===== src/rtl/traffic_pkg.sv =====
// Shared definitions for the timed traffic-light sequencer: state encoding,
// lamp-vector bit positions and the Moore lamp decode.
package traffic_pkg;

    // Sequencer states; the numeric codes are visible on the PHASE debug port.
    typedef enum logic [2:0] {
        S_G1    = 3'd0,
        S_Y1    = 3'd1,
        S_AR1   = 3'd2,
        S_G2    = 3'd3,
        S_Y2    = 3'd4,
        S_AR2   = 3'd5,
        S_FLASH = 3'd6
    } state_e;

    // Bit positions inside a per-direction lamp vector.
    localparam int unsigned LAMP_R = 0;
    localparam int unsigned LAMP_Y = 1;
    localparam int unsigned LAMP_G = 2;

    // Lamp vectors for both directions.
    typedef struct packed {
        logic [2:0] d1;
        logic [2:0] d2;
    } lamps_t;

    // Both directions red: the safe fallback and reset pattern.
    localparam lamps_t LAMPS_ALL_RED = '{d1: 3'b001, d2: 3'b001};

    // Moore decode of a state into lamp vectors. The unused code falls back to
    // all-red so a corrupted state can never show conflicting greens.
    function automatic lamps_t lamp_decode(input state_e st, input logic flash_ph);
        lamps_t l;
        l = '0;
        case (st)
            S_G1: begin
                l.d1[LAMP_G] = 1'b1;
                l.d2[LAMP_R] = 1'b1;
            end
            S_Y1: begin
                l.d1[LAMP_Y] = 1'b1;
                l.d2[LAMP_R] = 1'b1;
            end
            S_AR1, S_AR2: begin
                l = LAMPS_ALL_RED;
            end
            S_G2: begin
                l.d1[LAMP_R] = 1'b1;
                l.d2[LAMP_G] = 1'b1;
            end
            S_Y2: begin
                l.d1[LAMP_R] = 1'b1;
                l.d2[LAMP_Y] = 1'b1;
            end
            S_FLASH: begin
                l.d1[LAMP_Y] = flash_ph;
                l.d2[LAMP_R] = flash_ph;
            end
            default: begin
                l = LAMPS_ALL_RED;
            end
        endcase
        return l;
    endfunction

    // True for the two yellow states, whose entry clears the pedestrian latch.
    function automatic logic is_yellow(input state_e st);
        return (st == S_Y1) || (st == S_Y2);
    endfunction

endpackage


===== src/rtl/tick_prescaler.sv =====
// Free-running clock divider producing a one-cycle enable strobe every
// CLK_PER_TICK enabled cycles. Freezes while EN is low.
module tick_prescaler #(
    parameter int unsigned CLK_PER_TICK = 50_000_000
) (
    input  logic clk,
    input  logic rst,
    input  logic EN,
    output logic TICK
);

    localparam int unsigned CNT_W = (CLK_PER_TICK > 1) ? $clog2(CLK_PER_TICK) : 1;
    localparam logic [CNT_W-1:0] CNT_LAST = CNT_W'(CLK_PER_TICK - 1);

    logic [CNT_W-1:0] count_q;
    logic [CNT_W-1:0] count_d;
    logic             wrap_s;

    // Next count: advance while enabled, wrap after the last count.
    always_comb begin
        count_d = count_q;
        wrap_s  = (count_q == CNT_LAST);
        if (EN) begin
            if (wrap_s) begin
                count_d = '0;
            end else begin
                count_d = count_q + CNT_W'(1);
            end
        end else begin
            count_d = count_q;
        end
    end

    // Count register with synchronous reset.
    always_ff @(posedge clk) begin
        if (rst) begin
            count_q <= '0;
        end else begin
            count_q <= count_d;
        end
    end

    // Strobe is suppressed during reset so CLK_PER_TICK=1 cannot tick in reset.
    assign TICK = wrap_s & EN & ~rst;

endmodule


===== src/rtl/traffic_light_seq.sv =====
// Timed two-direction traffic-light sequencer with all-red clearance,
// pedestrian green truncation and night flash mode. Lamps are registered.
module traffic_light_seq
    import traffic_pkg::*;
#(
    parameter int unsigned CLK_PER_TICK    = 50_000_000,
    parameter int unsigned GREEN_TICKS     = 20,
    parameter int unsigned MIN_GREEN_TICKS = 5,
    parameter int unsigned YELLOW_TICKS    = 3,
    parameter int unsigned ALLRED_TICKS    = 1,
    parameter int unsigned TIMER_W         = 8
) (
    input  logic       clk,
    input  logic       rst,
    input  logic       EN,
    input  logic       PED_REQ,
    input  logic       FLASH_MODE,
    output logic       G1,
    output logic       Y1,
    output logic       R1,
    output logic       G2,
    output logic       Y2,
    output logic       R2,
    output logic [2:0] PHASE,
    output logic       TICK
);

    localparam logic [TIMER_W-1:0] GREEN_LAST  = TIMER_W'(GREEN_TICKS - 1);
    localparam logic [TIMER_W-1:0] MIN_LAST    = TIMER_W'(MIN_GREEN_TICKS - 1);
    localparam logic [TIMER_W-1:0] YELLOW_LAST = TIMER_W'(YELLOW_TICKS - 1);
    localparam logic [TIMER_W-1:0] ALLRED_LAST = TIMER_W'(ALLRED_TICKS - 1);

    state_e             state_q;
    state_e             state_d;
    logic [TIMER_W-1:0] timer_q;
    logic [TIMER_W-1:0] timer_d;
    logic               ped_q;
    logic               ped_d;
    logic               flash_ph_q;
    logic               flash_ph_d;
    lamps_t             lamps_q;
    lamps_t             lamps_d;

    logic               tick_s;
    logic               ped_pend_s;
    logic               green_done_s;
    logic               yellow_done_s;
    logic               allred_done_s;

    tick_prescaler #(
        .CLK_PER_TICK(CLK_PER_TICK)
    ) u_prescaler (
        .clk (clk),
        .rst (rst),
        .EN  (EN),
        .TICK(tick_s)
    );

    // Phase-end conditions; a live request counts even before it is latched.
    always_comb begin
        ped_pend_s    = ped_q | PED_REQ;
        green_done_s  = (timer_q == GREEN_LAST) || (ped_pend_s && (timer_q >= MIN_LAST));
        yellow_done_s = (timer_q == YELLOW_LAST);
        allred_done_s = (timer_q == ALLRED_LAST);
    end

    // Next-state logic; the state only moves on a tick.
    always_comb begin
        state_d = state_q;
        if (tick_s) begin
            case (state_q)
                S_G1: begin
                    if (green_done_s) state_d = S_Y1;
                    else              state_d = S_G1;
                end
                S_Y1: begin
                    if (yellow_done_s) state_d = S_AR1;
                    else               state_d = S_Y1;
                end
                S_AR1: begin
                    if (allred_done_s) state_d = FLASH_MODE ? S_FLASH : S_G2;
                    else               state_d = S_AR1;
                end
                S_G2: begin
                    if (green_done_s) state_d = S_Y2;
                    else              state_d = S_G2;
                end
                S_Y2: begin
                    if (yellow_done_s) state_d = S_AR2;
                    else               state_d = S_Y2;
                end
                S_AR2: begin
                    if (allred_done_s) state_d = FLASH_MODE ? S_FLASH : S_G1;
                    else               state_d = S_AR2;
                end
                S_FLASH: begin
                    if (!FLASH_MODE) state_d = S_AR2;
                    else             state_d = S_FLASH;
                end
                default: begin
                    state_d = S_AR2;
                end
            endcase
        end else begin
            state_d = state_q;
        end
    end

    // Phase timer, pedestrian latch, flash phase and the registered lamp decode.
    always_comb begin
        timer_d    = timer_q;
        ped_d      = ped_q;
        flash_ph_d = flash_ph_q;

        if (tick_s) begin
            if (state_d != state_q) begin
                timer_d = '0;
            end else begin
                timer_d = timer_q + TIMER_W'(1);
            end
        end else begin
            timer_d = timer_q;
        end

        // Clear on yellow entry first so a coincident request re-sets it.
        if (is_yellow(state_d) && (state_d != state_q)) begin
            ped_d = 1'b0;
        end else begin
            ped_d = ped_q;
        end
        if (PED_REQ) begin
            ped_d = 1'b1;
        end else begin
            ped_d = ped_d;
        end

        // Flash phase runs only inside FLASH and restarts dark on every entry.
        if (state_d != S_FLASH) begin
            flash_ph_d = 1'b0;
        end else if (tick_s && (state_q == S_FLASH)) begin
            flash_ph_d = ~flash_ph_q;
        end else begin
            flash_ph_d = flash_ph_q;
        end

        lamps_d = lamp_decode(state_d, flash_ph_d);
    end

    // State, timer, latch and lamp registers with synchronous reset.
    always_ff @(posedge clk) begin
        if (rst) begin
            state_q    <= S_AR2;
            timer_q    <= '0;
            ped_q      <= 1'b0;
            flash_ph_q <= 1'b0;
            lamps_q    <= LAMPS_ALL_RED;
        end else begin
            state_q    <= state_d;
            timer_q    <= timer_d;
            ped_q      <= ped_d;
            flash_ph_q <= flash_ph_d;
            lamps_q    <= lamps_d;
        end
    end

    assign G1    = lamps_q.d1[LAMP_G];
    assign Y1    = lamps_q.d1[LAMP_Y];
    assign R1    = lamps_q.d1[LAMP_R];
    assign G2    = lamps_q.d2[LAMP_G];
    assign Y2    = lamps_q.d2[LAMP_Y];
    assign R2    = lamps_q.d2[LAMP_R];
    assign PHASE = state_q;
    assign TICK  = tick_s;

endmodule

===== config.mk =====
export PLATFORM = sky130hd
export DESIGN_NAME = traffic_light_seq
export DESIGN_NICKNAME = d
export VERILOG_FILES = /design/src/rtl/traffic_pkg.sv /design/src/rtl/tick_prescaler.sv /design/src/rtl/traffic_light_seq.sv
export SDC_FILE = /design/constraint.sdc
export NUM_CORES = 1
export LEC_CHECK = 0
export CORE_ASPECT_RATIO = 0.8
export CORE_UTILIZATION = 50
export CTS_BUF_LIST = sky130_fd_sc_hd__clkbuf_16
export CTS_CLUSTER_SIZE = 30
export DETAILED_ROUTE_END_ITERATION = 8
export PLACE_DENSITY = 0.79
export RECOVER_POWER = 50
export SYNTH_ARGS = -nofsm -noshare
export SYNTH_HDL_FRONTEND = slang
export SYNTH_SLANG_ARGS = --single-unit

===== constraint.sdc =====
create_clock -name clk -period 5.3 [get_ports clk]
set_input_delay 0.53 -clock clk [delete_from_list [all_inputs] [get_ports clk]]
set_output_delay 0.53 -clock clk [all_outputs]
set_load 0.1 [all_outputs]

Word-level counts from Yosys, hierarchy flattened
Cells that the tools add are included.
{"block": "word_totals", "out_inout_bits": 10, "word_cells": 64, "inputBits": 5, "memories": 0, "latch_bits": 0, "ram_bits": 0, "romBits": 0, "register_bits": 45}
{"block": "op_classes", "mux": 23, "n_bitwise": 5, "n_eq_ne": 15, "add_sub_neg": 2, "order_cmp": 1, "n_shift": 0, "reduce_logical": 11, "multipliers": 0, "div_mod_pow": 0}
{"op": "$add 26x1->26 const B", "count": 1}
{"op": "$eq 26x26->1 const B", "count": 1}
{"op": "$mux 26", "count": 1}
{"op": "$pmux 3 s7", "count": 1}
{"op": "$mux 3", "count": 6}
{"op": "$eq 3x3->1 const B", "count": 5}
{"op": "$mux 1", "count": 10}
{"op": "$eq 3x2->1 const B", "count": 3}
{"op": "$add 8x1->8 const B", "count": 1}
{"op": "$eq 8x2->1 const B", "count": 1}
{"op": "$eq 8x5->1 const B", "count": 1}
{"op": "$ge 8x3->1 const B", "count": 1}
{"op": "$logic_not 8->1", "count": 1}
{"op": "$mux 8", "count": 1}
{"op": "$eq 3x1->1 const B", "count": 2}
{"op": "$logic_not 3->1", "count": 2}
{"op": "$mux 2", "count": 2}
{"op": "$pmux 1 s2", "count": 2}
{"op": "$logic_and 1x1->1", "count": 3}
{"op": "$ne 3x3->1", "count": 1}
{"op": "$ne 3x3->1 const B", "count": 1}
{"op": "$reduce_or 3->1", "count": 1}
{"op": "$and 1x1->1", "count": 2}
{"op": "$logic_or 1x1->1", "count": 2}
{"op": "other kinds (4)", "count": 5}

Longest topological paths before layout
{"block": "logic_depth", "ltp_word": 11, "depth_mapped": 9}

Modules after synthesis
Synthesis repeated with hierarchy kept, for this count alone.
{"block": "hier_totals", "hier_cells": 282, "hier_area_um2": 2449.8}
{"mod": "tick_prescaler", "n_inst": 1, "seq_area_each_um2": 520.5, "cells_per_inst": 151, "area_per_inst_um2": 1315.0}
{"mod": "traffic_light_seq", "n_inst": 1, "seq_area_each_um2": 380.4, "cells_per_inst": 131, "area_per_inst_um2": 1134.8}

Worst setup path before layout
Ideal clock, no wire load.
{"block": "synth_timing", "kind": "input port to output port", "from": "input port EN", "to": "output port TICK", "setup_slack_ps": 2250, "required_ps": 4770, "arrival_time_ps": 2520, "stages": 5, "path_buffers": 1, "cell_sequence": "clkbuf_2 > nand4_1 > nor4_1 > nand2_1 > nor2_1"}
{"block": "synth_between", "elab_chain_len": 2}
{"element": "start, declared", "line": "traffic_light_seq.sv:15", "rtl": "input logic EN,"}
{"element": "$and 1x1->1 (2 in series)", "line": "tick_prescaler.sv:44", "rtl": "assign TICK = wrap_s & EN & ~rst;"}
{"element": "end, declared", "line": "traffic_light_seq.sv:25", "rtl": "output logic TICK"}
No other way between the ends.

Final worst setup path
{"block": "layout_timing", "from": "input port EN", "to": "register ped_q"}
{"block": "layout_between", "elab_chain_len": 7}
{"element": "$and 1x1->1 * (2 in series)", "line": "tick_prescaler.sv:44"}
{"element": "$mux 3 *", "line": "traffic_light_seq.sv:70", "rtl": "if (tick_s) begin"}
{"element": "$eq 3x1->1 or $eq 3x3->1 (tied branches)", "line": "traffic_pkg.sv:68", "rtl": "return (st == S_Y1) || (st == S_Y2);"}
{"element": "$logic_or 1x1->1", "line": "traffic_pkg.sv:68"}
{"element": "$logic_and 1x1->1 *", "line": "traffic_light_seq.sv:126", "rtl": "if (is_yellow(state_d) && (state_d != state_q)) begin"}
{"element": "$reduce_bool 2->1 (no line) *"}
{"element": "end signal, assigned", "line": "traffic_light_seq.sv:160", "rtl": "ped_q <= ped_d;"}
{"element": "end, declared", "line": "traffic_light_seq.sv:37", "rtl": "logic ped_q;"}
Mark *: on every way between the ends. The rest lies on a longest branch, timed or not.
A chain may end at the register's enable or synchronous reset.

==> metrics.csv <==
stage,metric,value,unit
status,status,"complete, but fails checks",
status,failing checks,"max-capacitance violations, max-slew violations",
grt,Tot GR Track Use,19.7,%
cts,Worst-Skew Late Latency,0.29,ns
worst_setup_path,Worst Setup Start Kind,input port,
routing,WL final,4540,um
cells_and_area,P&R area growth vs syn,12.3,%
floorplanning,die area,4890,um^2
floorplanning,Core Rows,21,
routing,post-route ant nets,0,
power,Leak,0.890,nW
grt,number of global-route vias before repair,1637,
timing,Final Hold Viols,0,
yosys,post-synthesis cell count,272,
cts,Post-CTS Setup Repair Bufs,0,
timing,RSZ-0062 raised after global routing,false,
timing,setup_tns,0,ns
cts,CTS resizes,0,
worst_setup_path,Bufs and invs on worst path,1,
placement,dpl cell area,2480,um^2
placement,Post-Place Worst Slack,1.59,ns
worst_setup_path,"CP delay by family, top",simple AND/OR/NAND/NOR gates,
timing,final worst setup slack,1.32,ns
timing,total setup violations reported at the end of the flow,0,
worst_setup_path,Worst EP required,5.46,ns
placement,post-DP HPWL,3180,um
yosys,Yosys warning count,0,
cts,clock net sink count,45,
floorplanning,core box area,4310,um^2
grt,antenna violations before repair,0,
routing,number of DRC markers in iteration 0,130,
cells_and_area,layout cells sized above 1,6.67,%
floorplanning,Initial Util,53.5,%
routing,routed vias/inst,5.52,
timing,Fin Clk Skew,0.00440,ns
grt,largest net degree at the start of global routing,25,
placement,Cells after DPL,334,
yosys,area of the mapped netlist,2310,um^2
cts,CTS tree,done,
power,Peak VDD IR,0.000164,V
cells_and_area,register area,901,um^2
hold_path,Hold WC Path Type,reg -> reg,
yosys,"Seq/Total Area, Yosys",39.0,%
cells_and_area,Antenna Cells,0,
cts,CTS buffer count,5,
routing,Pre-antenna DRT Iters,4,
routing,DR DRC count,0,
cts,"Hold-fix buffers, CTS",0,
routing,drt wl/cell,13.3,um
grt,first-pass GRT wire length,7560,um
worst_setup_path,Critical Path Max Stage Delay,1.29,ns
yosys,syn_nets,281,
placement,I/O Buffers,14,
cells_and_area,fin cells,342,
timing,Final Slew Violations,9,
cells_and_area,FILL cells,391,
timing,Slew headroom,-6.38,%
placement,GP Congestion,0.929,
floorplanning,Top Ports,15,
yosys,"FF+latch count, synth",45,
worst_setup_path,"Max stage delay cell, worst path",nor4_1,
timing,Least-Margin Pin Slew,1.58,ns
cells_and_area,"Non-Filler Cell Area, Final",2590,um^2
worst_setup_path,kind of end point of the critical path,flip-flop,
worst_setup_path,"critical path, cell by cell",dlygate4sd3_1 > nand4_1 > or2_2 > nor4_1 > nand3_2 > o22ai_1 > xnor2_1 > a31oi_1,
job,total of max-cap violations,1,
cells_and_area,Multi-input gate area,1310,um^2
power,Pwr Density,254,nW/um^2
yosys,post-synth cell types,53,
worst_setup_path,Worst Setup Path Type,in -> reg,
timing,final cycle utilization of the critical path,75.1,%
cts,# H-tree levels,2,
grt,grt total ovfl,0,
floorplanning,die span in x,77.9,um
floorplanning,Die Y,62.8,um
timing,fin crit period,3.98,ns
cells_and_area,Nets,293,
worst_setup_path,CP arrival,4.14,ns
cts,CTS root buffer,clkbuf_16,
routing,total number of vias,1889,
yosys,syn_area_per_cell,8.48,um^2
timing,maximum clock rate,251,MHz
cts,"Clk pin slew, worst setup/hold paths",0.06,ns
worst_setup_path,CP max FO,8,
cts,Bufs on Longest Clock Path,2,
[synthesized netlist by cell type, drive strengths merged]
| library cell | instances | share of area (%) |
|---|---|---|
| nor3 | 8 | 1.7 |
| nor2 | 50 | 8.1 |
| nor4 | 4 | 1.7 |
| o21ba | 1 | 0.43 |
| a311o | 1 | 0.43 |
| or3 | 6 | 1.8 |
| xnor2 | 10 | 3.8 |
| o22ai | 2 | 1.1 |
| a2bb2oi | 2 | 0.76 |
| o21bai | 2 | 0.65 |
| nand2b | 5 | 1.4 |
| a311oi | 1 | 0.38 |
| dfxtp | 45 | 39 |
| inv | 7 | 1.1 |
| or4bb | 1 | 0.49 |
| o21ai | 6 | 1.5 |
| nand3b | 2 | 0.65 |
| a21oi | 4 | 0.87 |
| nor3b | 1 | 0.54 |
| nor2b | 2 | 0.54 |
| or2 | 1 | 0.27 |
| o31ai | 1 | 0.33 |
| a211oi | 1 | 0.54 |
| nand3 | 16 | 3.7 |
| and3 | 6 | 1.6 |
| nand4b | 2 | 0.76 |
| nor4bb | 1 | 0.43 |
| nor4b | 1 | 0.38 |
| mux2i | 1 | 0.43 |
| clkbuf | 6 | 1.0 |
| o32ai | 1 | 0.38 |
| and4 | 2 | 0.76 |
| or4 | 2 | 0.81 |
| ha | 4 | 2.2 |
| nand2 | 22 | 3.6 |
| a31oi | 5 | 2.0 |
| o211ai | 1 | 0.33 |
| buf | 3 | 0.60 |
| xor2 | 22 | 8.4 |
| a31o | 1 | 0.38 |
| or4b | 3 | 1.3 |
| nand4 | 10 | 2.7 |
[cell type report]
class,count,share of cell area (%)
clock inverters,3,0.676
clock buffers,5,4.83
inverters,7,1.01
well taps,57,2.75
flip-flops and latches,45,34.8
repair buffers,14,5.41
multi-input cells,211,50.6
[sequential cells by signal, summed over array words and instances, names as in the netlist]
signal	cells
u_prescaler.count_q	26
timer_q	8
PHASE	3
G1	1
G2	1
R1	1
R2	1
Y1	1
Y2	1
flash_ph_q	1
ped_q	1
[cells by family (layout without fill, tap and decap cells)]
kind of cell / count (synthesis) / in the layout / share of synthesized area [%]
multiplexers: 1 / 1 / 0.434
adder cells (fa/ha/maj): 4 / 4 / 2.17
XOR/XNOR: 32 / 32 / 12.1
flip-flops: 45 / 45 / 39.0
AO/OA/AOI/OAI: 29 / 29 / 10.1
buffers and inverters: 16 / 29 / 2.77
AND/OR/NAND/NOR: 145 / 145 / 33.4
[final timing paths]
kind	end	slack, ns	from	cells past startpoint
min reg2reg	u_prescaler.count_q[25]$_SDFFE_PP0P_	0.50	u_prescaler.count_q[25]$_SDFFE_PP0P_	2
max	ped_q$_SDFFE_PP0P_	1.32	EN	8
max reg2reg	ped_q$_SDFFE_PP0P_	1.64	u_prescaler.count_q[24]$_SDFFE_PP0P_	7
min	u_prescaler.count_q[25]$_SDFFE_PP0P_	0.50	u_prescaler.count_q[25]$_SDFFE_PP0P_	2
[power breakdown]
part	switching, mW	internal (mW)	total (mW)
clock network	0.125	0.173	0.298
logic	0.0103	0.00729	0.0176
registers	0.00205	0.340	0.342
total	0.138	0.520	0.658
[routing by layer]
metal / wire length [um] / GRT usage, % / part of all wire, %
met4: 62 / 6.71 / 1.4
met2: 1880 / 28.0 / 41
met3: 181 / 6.28 / 4.0
met1: 2420 / 27.8 / 53
met5: 0 / 0 / 0
[worst register-to-register path: cells and delay by family (launching register included)]
family                    cells  cell delay, ns
DFF                           1            0.33
xor gates and xnor gates      1            0.23
and+or+nand+nor               4            2.32
AOI/OAI and AO/OA             2            0.65
[placed cells by master, fill, tap and decap left out, drive strengths merged, types with 3 or more instances in the layout]
cell           instances
nor2                  50
dfxtp                 45
nand2                 22
xor2                  22
nand3                 16
dlygate4sd3           11
nand4                 10
xnor2                 10
nor3                   8
inv                    7
and3                   6
or3                    6
o21ai                  6
nand2b                 5
clkbuf                 5
a31oi                  5
nor4                   4
a21oi                  4
ha                     4
clkdlybuf4s50          3
or4b                   3
[metrics by stage]
step,total power [mW],util [%],hold WS [ns]
after floorplan,0.363,-,0.471
after global placement,0.368,57.6,0.491
after detailed placement,0.368,57.6,0.493
after CTS,0.666,60.9,0.511
after global routing,0.685,60.1,0.539
final,0.658,60.1,0.505
(Power assumes the default switching activity.)
